--- src/rtl/interrupt_ctrl.sv ---
// Interrupt request/enable unit: edge-latched IF (0xFF0F), IE (0xFFFF), prioritised irq/vector with ack.
// Define INTC_IRQ_REG_EN to register irq/vector (one extra cycle of latency).
module interrupt_ctrl (
    input  logic       clk,
    input  logic       n_reset2,
    input  logic       int_vblank,
    input  logic       int_stat,
    input  logic       int_timer,
    input  logic       int_serial,
    input  logic       int_joypad,
    input  logic [7:0] d_in,
    input  logic       if_write,
    input  logic       ie_write,
    input  logic       if_read,
    input  logic       ie_read,
    output logic [7:0] d_out,
    output logic       d_oe,
    input  logic       int_ack,
    output logic       irq,
    output logic [7:0] vector
);

    function automatic logic [7:0] prio_vector(input logic [4:0] pend);
        logic [7:0] v;
        casez (pend)
            5'b????1: v = 8'h40;
            5'b???10: v = 8'h48;
            5'b??100: v = 8'h50;
            5'b?1000: v = 8'h58;
            5'b10000: v = 8'h60;
            default:  v = 8'h00;
        endcase
        return v;
    endfunction

    function automatic logic [4:0] vector_bit(input logic [7:0] vec);
        logic [4:0] b;
        case (vec)
            8'h40:   b = 5'b00001;
            8'h48:   b = 5'b00010;
            8'h50:   b = 5'b00100;
            8'h58:   b = 5'b01000;
            8'h60:   b = 5'b10000;
            default: b = 5'b00000;
        endcase
        return b;
    endfunction

    logic [4:0] src_s;
    logic [4:0] prev_r;
    logic [4:0] edge_s;
    logic [4:0] if_r;
    logic [7:0] ie_r;
    logic [4:0] pend_s;
    logic [4:0] ack_mask_s;
    logic [4:0] if_next_s;
    logic       irq_s;
    logic [7:0] vector_s;

    assign src_s  = {int_joypad, int_serial, int_timer, int_stat, int_vblank};
    assign edge_s = src_s & ~prev_r;
    assign pend_s = if_r & ie_r[4:0];

`ifdef INTC_IRQ_REG_EN
    logic       irq_r;
    logic [7:0] vector_r;

    // Registered request copy; dropped on the ack edge so a stale vector never follows an ack.
    always_ff @(posedge clk or negedge n_reset2) begin
        if (!n_reset2) begin
            irq_r    <= 1'b0;
            vector_r <= 8'h00;
        end else if (int_ack) begin
            irq_r    <= 1'b0;
            vector_r <= 8'h00;
        end else begin
            irq_r    <= |pend_s;
            vector_r <= prio_vector(pend_s);
        end
    end

    // Presented request comes from the registered copy.
    always_comb begin
        irq_s    = irq_r;
        vector_s = vector_r;
    end
`else
    // Presented request is combinational from IF/IE.
    always_comb begin
        irq_s    = |pend_s;
        vector_s = prio_vector(pend_s);
    end
`endif

    assign irq    = irq_s;
    assign vector = vector_s;

    // IF next state: write value beats ack, a new hardware edge beats both.
    always_comb begin
        ack_mask_s = 5'b00000;
        if (int_ack && irq_s) begin
            ack_mask_s = vector_bit(vector_s);
        end else begin
            ack_mask_s = 5'b00000;
        end
        if (if_write) begin
            if_next_s = d_in[4:0] | edge_s;
        end else begin
            if_next_s = (if_r & ~ack_mask_s) | edge_s;
        end
    end

    // Source history, IF and IE storage.
    always_ff @(posedge clk or negedge n_reset2) begin
        if (!n_reset2) begin
            prev_r <= 5'b00000;
            if_r   <= 5'b00000;
            ie_r   <= 8'h00;
        end else begin
            prev_r <= src_s;
            if_r   <= if_next_s;
            if (ie_write) begin
                ie_r <= d_in;
            end
        end
    end

    // Read mux; both selects together OR the values (illegal use, still defined).
    always_comb begin
        case ({if_read, ie_read})
            2'b10:   d_out = {3'b111, if_r};
            2'b01:   d_out = ie_r;
            2'b11:   d_out = {3'b111, if_r} | ie_r;
            default: d_out = 8'h00;
        endcase
    end

    assign d_oe = if_read | ie_read;

endmodule

--- config.mk ---
export PLATFORM = sky130hd
export DESIGN_NAME = interrupt_ctrl
export DESIGN_NICKNAME = d
export VERILOG_FILES = /design/src/rtl/interrupt_ctrl.sv
export SDC_FILE = /design/constraint.sdc
export NUM_CORES = 1
export LEC_CHECK = 0
export ABC_AREA = 1
export ABC_CLOCK_PERIOD_IN_PS = 950
export BUFFER_PORTS_ARGS = -buffer_cell sky130_fd_sc_hd__buf_2
export CORE_MARGIN = 2
export CORE_UTILIZATION = 30
export DETAILED_ROUTE_END_ITERATION = 6
export SETUP_SLACK_MARGIN = 0.02
export SYNTH_ARGS = -nofsm -noshare
export SYNTH_HDL_FRONTEND = slang
export SYNTH_SLANG_ARGS = --single-unit
--- constraint.sdc ---
create_clock -name clk -period 0.95 [get_ports clk]
set_input_delay 0 -clock clk [delete_from_list [all_inputs] [get_ports clk]]
set_output_delay 0 -clock clk [all_outputs]
set_load 0.03 [all_outputs]
==> impl_metrics.yaml <==
synthesis:
  synth_seq_area_share_pct: 47.7
  postSynthCellCount: 112
  syn_avg_cell_area_um2: 8.43
  synth_flop_cell: "dfrtp_1"
  synth_top_area_share_pct: 47.7
  synth_top_cells_by_area: "dfrtp_1 48%, nand2_1 8.7%, inv_1 7.9%"
  syn-cell-area_um2: 945
  async_flop_share_pct: 100
  synth_common_cells: "22 x nand2_1, 20 x inv_1, 18 x dfrtp_1"
  synth_area_leader_cell: "dfrtp_1"
  yosysMostFrequentCell: "nand2_1"
  yosysWarningCount: 0
  synth_seq_cells: 18
  yosysUniqueCellTypes: 18
  synth_enable_flop_cells: 0
pwr:
  combPwrFrac_pct: 38.5
  power_frac_seq_pct: 39.7
  swShare_pct: 34.8
  finalPower_mw: 2.21
  power.net_switching_mw: 0.770
  p_int_mw: 1.44
  ir_drop_mv: 0.853
  p_leak_nw: 0.788
  p_per_area_mw_per_mm2: 1420
  p_clk_share_pct: 21.8
clocking:
  htree_levels: 1
  clk_pin_slew_ns: 0.11
  clk_latency_ns: 0.30
  clock_path_buffers: 2
  cts_made_buffers: 3
  cts_tree: "built"
  cts-root-buf: "clkbuf_4"
  clock_sinks: 18
worst_setup_path:
  crit_top_cell: "nand2_4"
  critPathBufInv: 1
  critPathMaxFanout: 3
  path_cells: "nand2_4 -> nand2_4 -> nor2_4 -> nand2_2 -> buf_6"
  crit_path_max_incr_delay_ns: 0.46
  crit_arrival_ns: 1.25
  worstSetupPathType: "register to output pin"
  start_kind: "register"
  slowest_stage: "dfrtp_2"
  end_kind: "output pin"
  critical_path.top_delay_family: "flip-flops"
  worstPathRequired_ns: 0.95
floorplan:
  die_area_mm2: 0.00361
  rows: 20
  initial_core_util_pct: 31.2
  pin_count: 38
  core_region_area_mm2: 0.00303
  fp.dieW_um: 60.1
  die_y_um: 60.1
placement:
  io_buffer_count: 33
  place_congestion: 0.810
  hpwl_um: 1630
  placed_cell_area_mm2: 0.00117
final_layout:
  stdcell_area_mm2: 0.00156
  area_growth_pct: 64.9
  fillers: 281
  diodes: 0
  fin_nets: 194
  drive_gt1_share_pct: 47.4
route:
  num_vias: 950
  route.detailed.drc: 0
  routed_wl_um: 2490
  avgRoutedWirePerCell_um: 11.5
  ant_nets: 0
  drt_iter0_markers: 14
  drtPass1Iterations: 4
  vias_per_cell: 4.38
sta:
  drv_slew: 0
  finalHoldViolations: 0
  min_period_ns: 1.25
  final.setup_skew_ns: 0.00808
  setup_viol: 17
  timing.fmax_ghz: 0.799
  rsz0062_at_grt: "yes"
  finalCritPeriodShare_pct: 132
  setup_ws_ns: -0.301
  whs_ns: 0.0362
status:
  outcome: "complete, but fails checks"
  violations: "negative setup slack"
hold_path:
  hold_path_class: "input port to register"
global_routing:
  grt_pass1_vias: 944
  grt_start_max_net_pins: 19
  overflow: 0
  antenna_found_initial: 0
  gr-usage-all-layers_pct: 15.6
  grt_pass1_wl_um: 4170
flow_run:
  cap_violations: 0
[sequential cells by signal (all words and copies together), names as in the netlist]
name / flops
ie_r: 8
if_r: 5
prev_r: 5
[path summary, 6_finish.rpt]
path                           from         to  slack [ns]  cells past startpoint
max in group asynchronous  n_reset2    ie_r[3]        0.48                      2
hold reg to reg             ie_r[6]    ie_r[6]        0.53                      2
setup / recovery            ie_r[3]        irq       -0.30                      5
min in group asynchronous  n_reset2  prev_r[4]        0.16                      2
hold / removal              int_ack    if_r[3]        0.04                      4
setup reg to reg            ie_r[3]    if_r[1]       -0.19                      8
[worst register-to-register path, cell delays in order, from the launching register on]
cell,delay [ns]
dfrtp_2,0.46
nand2_4,0.08
nand2_4,0.06
nor2_4,0.15
nand2_4,0.07
buf_6,0.12
nand3_2,0.04
nand2_1,0.05
nand2_1,0.06
[cells by family (layout without fill, tap and decap cells)]
kind of cell / Yosys count / count (layout) / synth area share (%)
AND/OR/NAND/NOR: 43 / 43 / 24.5
buffers and inverters: 26 / 84 / 12.8
AO/OA/AOI/OAI: 24 / 24 / 14.6
flip-flops: 18 / 18 / 47.7
other: 1 / 4 / 0.397
[layout make-up]
type / instances / area [um2] / share of cell area (%)
sequential: 18 / 452 / 29.0
inverter: 20 / 77.6 / 4.98
tap: 44 / 55.1 / 3.53
multi-input combinational: 71 / 449 / 28.8
timing repair buffer: 60 / 488 / 31.3
clock buffer: 4 / 36.3 / 2.33
[power by group through the flow]
stage	Sequential, mW	Combinational (mW)	Clock (mW)
floorplan	0.881	0.436	0
global placement	0.885	0.593	0
detailed placement	0.888	0.604	0
CTS	0.875	0.755	0.497
global route	0.887	0.917	0.533
finish	0.878	0.850	0.481
[per-layer routing]
layer  up-vias  GRT usage [%]  part of all wire, %
li1        469              -                    -
met1       456           19.2                   44
met2        25           27.2                   51
met3         0           3.90                  4.9
met4         0           3.81                    0
met5         -              0                    0
[placed cells by master (no fill, tap or decap), drive strengths merged]
cell type    instances
a22oi                5
nor3                 1
dfrtp               18
nor2                 8
clkbuf               4
a21oi                2
conb                 4
dlygate4sd3         14
o22ai                4
buf                 46
o21ai               13
nand2               30
inv                 20
nand3                4
[through the flow]
stage | TNS, ns | instances | worst slack [ns] | utilization (%)
6_report | -3.03 | 217 | -0.301 | 51.4
5_1_grt | -4.24 | 217 | -0.372 | 51.4
4_1_cts | -3.22 | 211 | -0.320 | 47.6
3_5_place_dp | -0.390 | 188 | -0.102 | 38.6
3_3_place_gp | -0.221 | 188 | -0.0854 | 38.6
2_1_floorplan | -0.527 | 115 | -0.240 | -
[repair_timing]
item / CTS / global route
resized for setup: 24 / 22
setup buffers: 5 / 6
hold buffers: 14 / 0
pin swaps: 6 / 3
setup endpoints to repair: 17 / 18
hold endpoints to repair: 36 / 0
Power figures use the tool's default switching activity.
